$ cat src/rtl/fifo_sync_pkg.sv
// Shared word-size constants and data type for the lab datapath (FIFOs, inverter and loader).
package fifo_sync_pkg;

   localparam int unsigned DATA_WIDTH_DEF = 16;
   localparam int unsigned ADDR_WIDTH_DEF = 4;

   typedef logic [DATA_WIDTH_DEF-1:0] word_t;

endpackage : fifo_sync_pkg

$ cat src/rtl/fifo_ram.sv
// Register-array storage with one write port and one registered read port.
// Only the read register is reset; the array contents are not.
module fifo_ram #(
   parameter int unsigned DataWidth = 16,
   parameter int unsigned AddrWidth = 4
) (
   input  logic                 clk_i,
   input  logic                 rst_ni,
   input  logic                 we_i,
   input  logic [AddrWidth-1:0] waddr_i,
   input  logic [DataWidth-1:0] wdata_i,
   input  logic                 re_i,
   input  logic [AddrWidth-1:0] raddr_i,
   output logic [DataWidth-1:0] rdata_o
);

   localparam int unsigned Depth = 2 ** AddrWidth;

   logic [DataWidth-1:0] mem_q [Depth];
   logic [DataWidth-1:0] rdata_q;

   always_ff @(posedge clk_i) begin
      if (we_i) begin
         mem_q[waddr_i] <= wdata_i;
      end
   end

   always_ff @(posedge clk_i or negedge rst_ni) begin
      if (!rst_ni) begin
         rdata_q <= '0;
      end else if (re_i) begin
         rdata_q <= mem_q[raddr_i];
      end
   end

   assign rdata_o = rdata_q;

endmodule : fifo_ram

$ cat src/rtl/fifo_sync.sv
// Single-clock FIFO with registered read data, occupancy count, level flags and
// sticky overflow/underflow error flags.
module fifo_sync
   import fifo_sync_pkg::*;
#(
   parameter int unsigned DATA_WIDTH  = DATA_WIDTH_DEF,
   parameter int unsigned ADDR_WIDTH  = ADDR_WIDTH_DEF,
   parameter int unsigned AFULL_LEVEL = 14
) (
   input  logic                  CLK,
   input  logic                  RSTN,
   input  logic                  WR,
   input  logic [DATA_WIDTH-1:0] DI,
   output logic                  Full,
   output logic                  AlmostFull,
   input  logic                  RD,
   output logic [DATA_WIDTH-1:0] DO,
   output logic                  Empty,
   output logic [ADDR_WIDTH:0]   Count,
   output logic                  Overflow,
   output logic                  Underflow,
   input  logic                  CLR_ERR
);

   localparam int unsigned Depth = 2 ** ADDR_WIDTH;
   localparam logic [ADDR_WIDTH:0] DepthCnt = (ADDR_WIDTH+1)'(Depth);
   localparam logic [ADDR_WIDTH:0] AfullCnt = (ADDR_WIDTH+1)'(AFULL_LEVEL);
   localparam logic [ADDR_WIDTH:0] OneCnt   = (ADDR_WIDTH+1)'(1);
   localparam logic [ADDR_WIDTH-1:0] OnePtr = ADDR_WIDTH'(1);

   logic [ADDR_WIDTH-1:0] wptr_q, wptr_d;
   logic [ADDR_WIDTH-1:0] rptr_q, rptr_d;
   logic [ADDR_WIDTH:0]   count_q, count_d;
   logic                  ovf_q, ovf_d;
   logic                  udf_q, udf_d;
   logic                  full, empty;
   logic                  wr_acc, rd_acc;

   // Flags decode the registered count only, so WR/RD never reach them combinationally.
   assign full   = (count_q == DepthCnt);
   assign empty  = (count_q == '0);
   assign wr_acc = WR & ~full;
   assign rd_acc = RD & ~empty;

   always_comb begin
      wptr_d  = wptr_q;
      rptr_d  = rptr_q;
      count_d = count_q;
      if (wr_acc) begin
         wptr_d = wptr_q + OnePtr;
      end
      if (rd_acc) begin
         rptr_d = rptr_q + OnePtr;
      end
      case ({wr_acc, rd_acc})
         2'b10:   count_d = count_q + OneCnt;
         2'b01:   count_d = count_q - OneCnt;
         default: count_d = count_q;
      endcase
      // A new error in the same cycle as CLR_ERR keeps the flag set.
      ovf_d = (ovf_q & ~CLR_ERR) | (WR & full);
      udf_d = (udf_q & ~CLR_ERR) | (RD & empty);
   end

   always_ff @(posedge CLK or negedge RSTN) begin
      if (!RSTN) begin
         wptr_q  <= '0;
         rptr_q  <= '0;
         count_q <= '0;
         ovf_q   <= 1'b0;
         udf_q   <= 1'b0;
      end else begin
         wptr_q  <= wptr_d;
         rptr_q  <= rptr_d;
         count_q <= count_d;
         ovf_q   <= ovf_d;
         udf_q   <= udf_d;
      end
   end

   fifo_ram #(
      .DataWidth (DATA_WIDTH),
      .AddrWidth (ADDR_WIDTH)
   ) u_ram (
      .clk_i   (CLK),
      .rst_ni  (RSTN),
      .we_i    (wr_acc),
      .waddr_i (wptr_q),
      .wdata_i (DI),
      .re_i    (rd_acc),
      .raddr_i (rptr_q),
      .rdata_o (DO)
   );

   assign Full       = full;
   assign Empty      = empty;
   assign AlmostFull = (count_q >= AfullCnt);
   assign Count      = count_q;
   assign Overflow   = ovf_q;
   assign Underflow  = udf_q;

endmodule : fifo_sync

$ cat config.mk
export PLATFORM = sky130hd
export DESIGN_NAME = fifo_sync
export DESIGN_NICKNAME = d
export VERILOG_FILES = /design/src/rtl/fifo_sync_pkg.sv /design/src/rtl/fifo_ram.sv /design/src/rtl/fifo_sync.sv
export SDC_FILE = /design/constraint.sdc
export NUM_CORES = 1
export LEC_CHECK = 0
export CAP_MARGIN = 20
export CORE_UTILIZATION = 60
export CTS_CLUSTER_SIZE = 24
export DETAILED_ROUTE_END_ITERATION = 12
export MAX_ROUTING_LAYER = met4
export PLACE_DENSITY = 0.79
export SLEW_MARGIN = 20
export SYNTH_ARGS = -nofsm -noshare
export SYNTH_HDL_FRONTEND = slang
export SYNTH_HIERARCHICAL = 1
export SYNTH_SLANG_ARGS = --single-unit
$ cat constraint.sdc
create_clock -name CLK -period 3.8 [get_ports CLK]
set_input_delay 0.57 -clock CLK [delete_from_list [all_inputs] [get_ports CLK]]
set_output_delay 0.57 -clock CLK [all_outputs]
set_load 0.01 [all_outputs]
==> run_results.csv <==
group,metric,value,unit
run_status,status,"finished with violations",
run_status,violations,"design-rule violations",
sta,finClkSkew,28.98,ps
yosys,synth_ff_type,"edfxtp_1",
power,powerDensity,755.9,nW/um^2
clock_tree,cts_setup_buffers,0,
power,power.leakage,4.314,nW
floorplan,die_area,19360,um^2
routing,wl,22.72,mm
clock_tree,cts.sinks,287,
clock_tree,htree_levels,1,
sta,fmax,325.6,MHz
floorplan,start_util,0.6198,
yosys,yosys_warnings,6,
job,cap_violations,0,
yosys,yosysMostFrequentCell,"edfxtp_1",
routing,dr.pass1.iters,9,
critical_path,path_class,"register to register",
yosys,synthCells,525,
power,power.switching,2.969,mW
placement,place_ws,748.0,ps
placement,port_buffers,46,
clock_tree,cts_root_buffer,"clkbuf_16",
min_path,hp-class,"primary input to async pin",
sta,tightestPinTransition,1056,ps
sta,slew_viol_final,0,
yosys,syn_area,11290,um^2
routing,drc,6,
power,pwr-share-clk,0.278,
yosys,synth_top_area_frac,0.6812,
floorplan,fp-row-count,49,
layout,fin_nets,622,
critical_path,path_max_fanout,7,
yosys,ys_ff_latch,287,
yosys,synth_nets,553,
sta,setup_tns,0,ps
sta,final_hold_viol_count,0,
yosys,ys_top_cells_by_count,"edfxtp_1 (256), mux4_2 (56), dfrtp_1 (31)",
yosys,async_flop_share,0.1080,
power,peakVddDrop,526.3,uV
layout,post-route-util,0.7142,
floorplan,core,18210,um^2
placement,gp_congestion,0.8317,
layout,area_growth_syn_to_layout,15.23,%
clock_tree,cts.repair.resized,0,
routing,initialDrtViolationCount,630,
floorplan,die_w,139.2,um
routing,vias_per_cell,6.605,
clock_tree,ctsLongestPathBuffers,3,
layout,n_antenna_cell,0,
global_routing,grt_pass1_vias,5686,
layout,drive_gt1_frac,0.2744,
global_routing,gr-total-overflow,0,
placement,dp_hpwl,13.62,mm
yosys,synth_area_per_cell,21.50,um^2
critical_path,cp-start-kind,"register",
yosys,yosys.area.top_type,"edfxtp_1",
sta,max_slew_margin,0.2951,
critical_path,cp.arrival,3500,ps
yosys,yosysSeqAreaShare,0.7499,
floorplan,io_pins,47,
clock_tree,cts.clk_slew.worst_paths,70,ps
yosys,synth_area_leaders,"edfxtp_1 (68%), mux4_2 (11%), dfrtp_1 (6.9%), a221oi_2 (1.9%), mux4_1 (1.9%)",
routing,ant_nets,0,
power,pwr-share-comb,0.281,
global_routing,antenna_found_initial,0,
critical_path,required,4230,ps
global_routing,grt_usage,0.2516,
power,seqPwrFrac,0.440,
yosys,synth_edf_count,256,
routing,routed-via-count,5581,
routing,wl_per_cell,26.88,um
power,internal_power,6.861,mW
sta,post-route-period-util,0.8081,
critical_path,cp-end-kind,"register",
yosys,synth_cell_type_count,45,
critical_path,regToRegSetupSlack,730,ps
global_routing,grt_max_degree,43,
sta,setup_viol,0,
clock_tree,postCtsHoldBufs,0,
global_routing,grt_pass1_wl,34.43,mm
clock_tree,cts_tree,"done",
floorplan,die_h,139.2,um
sta,grt_setup_unrepaired,"no",
sta,setup_ws,729.2,ps
clock_tree,cts_buffers,28,
clock_tree,clkLatencyLatePin,560,ps
sta,finalCriticalPeriod,3071,ps
power,p_sw_frac,0.3020,
==> cell usage in the layout, fill, tap and decap left out, types with 14 or more instances in the layout <==
master             n
edfxtp_1         256
mux2i_1           18
clkbuf_16         32
dfrtp_1           29
nor2_1            16
mux4_2            56
buf_4             17
clkdlybuf4s50_1   46
a221oi_2          14
o22ai_1           17
==> through the flow <==
stage	instance area, um^2	cells	power, mW	hold WS (ps)
after floorplan	11290	525	6.256	274.4
after global placement	12060	793	7.023	502.3
after detailed placement	12060	793	7.129	509.1
after CTS	13010	845	9.872	425.6
after global routing	13010	845	10.19	449.4
final	13010	845	9.830	427.6
==> flip-flops by register name, indices dropped and copies added, names as in the netlist <==
name / flops
u_ram/rdata_o: 16
Overflow: 1
Count: 5
u_ram/mem_q: 256
wptr_q: 4
rptr_q: 4
Underflow: 1
==> final cells by class <==
| type | instances | area (um^2) |
|---|---|---|
| clock buffers | 36 | 835.8 |
| clock inverters | 16 | 108.9 |
| fillers | 1013 | 5204 |
| inverters | 6 | 25.02 |
| multi-input cells | 205 | 2633 |
| flip-flops and latches | 287 | 8468 |
| well taps | 229 | 286.5 |
| repair buffers | 66 | 648.1 |
==> power by group through the flow <==
stage / combinational, mW / sequential [mW] / clock (mW)
finish: 2.76 / 4.33 / 2.74
global placement: 2.67 / 4.35 / 0
global route: 2.92 / 4.38 / 2.89
floorplan: 2.06 / 4.19 / 0
CTS: 2.77 / 4.33 / 2.77
detailed placement: 2.74 / 4.39 / 0
==> logic make-up after synthesis <==
kind of cell,synth area share
multiplexers,0.1487
AO/OA/AOI/OAI,0.03581
adder cells (fa/ha/maj),0.008426
flip-flops,0.7499
buffers and inverters,0.02228
XOR/XNOR,0.006984
AND/OR/NAND/NOR,0.02794
==> worst paths after layout <==
check / to / cells past startpoint / start
worst max register to register: Count[4] / 10 / Count[3]
max in group asynchronous: rptr_q[2] / 2 / RSTN
min in group CLK: Overflow / 1 / Overflow
worst min-delay path: u_ram/rdata_o[0] / 2 / RSTN
worst max-delay path: Count[4] / 10 / Count[3]
worst min register to register: Overflow / 1 / Overflow
==> layer usage <==
metal / track usage / up-vias / wire [um]
met3: 0.03419 / 62 / 1423
met1: 0.3316 / 2931 / 8982
met4: 0.1012 / 0 / 975
met2: 0.4035 / 262 / 11340
li1: - / 2326 / -
met5: - / - / 0
==> critical path, cell delays in order (launching register included) <==
cell and delay [ps]:
dfrtp_1 430, nor4_2 520, and2_2 260, nand2b_4 140, ha_1 300, inv_1 140
fa_1 420, nor2b_1 210, or2_2 150, o41ai_1 60, o41ai_1 330
Power figures use the tool's default switching activity.
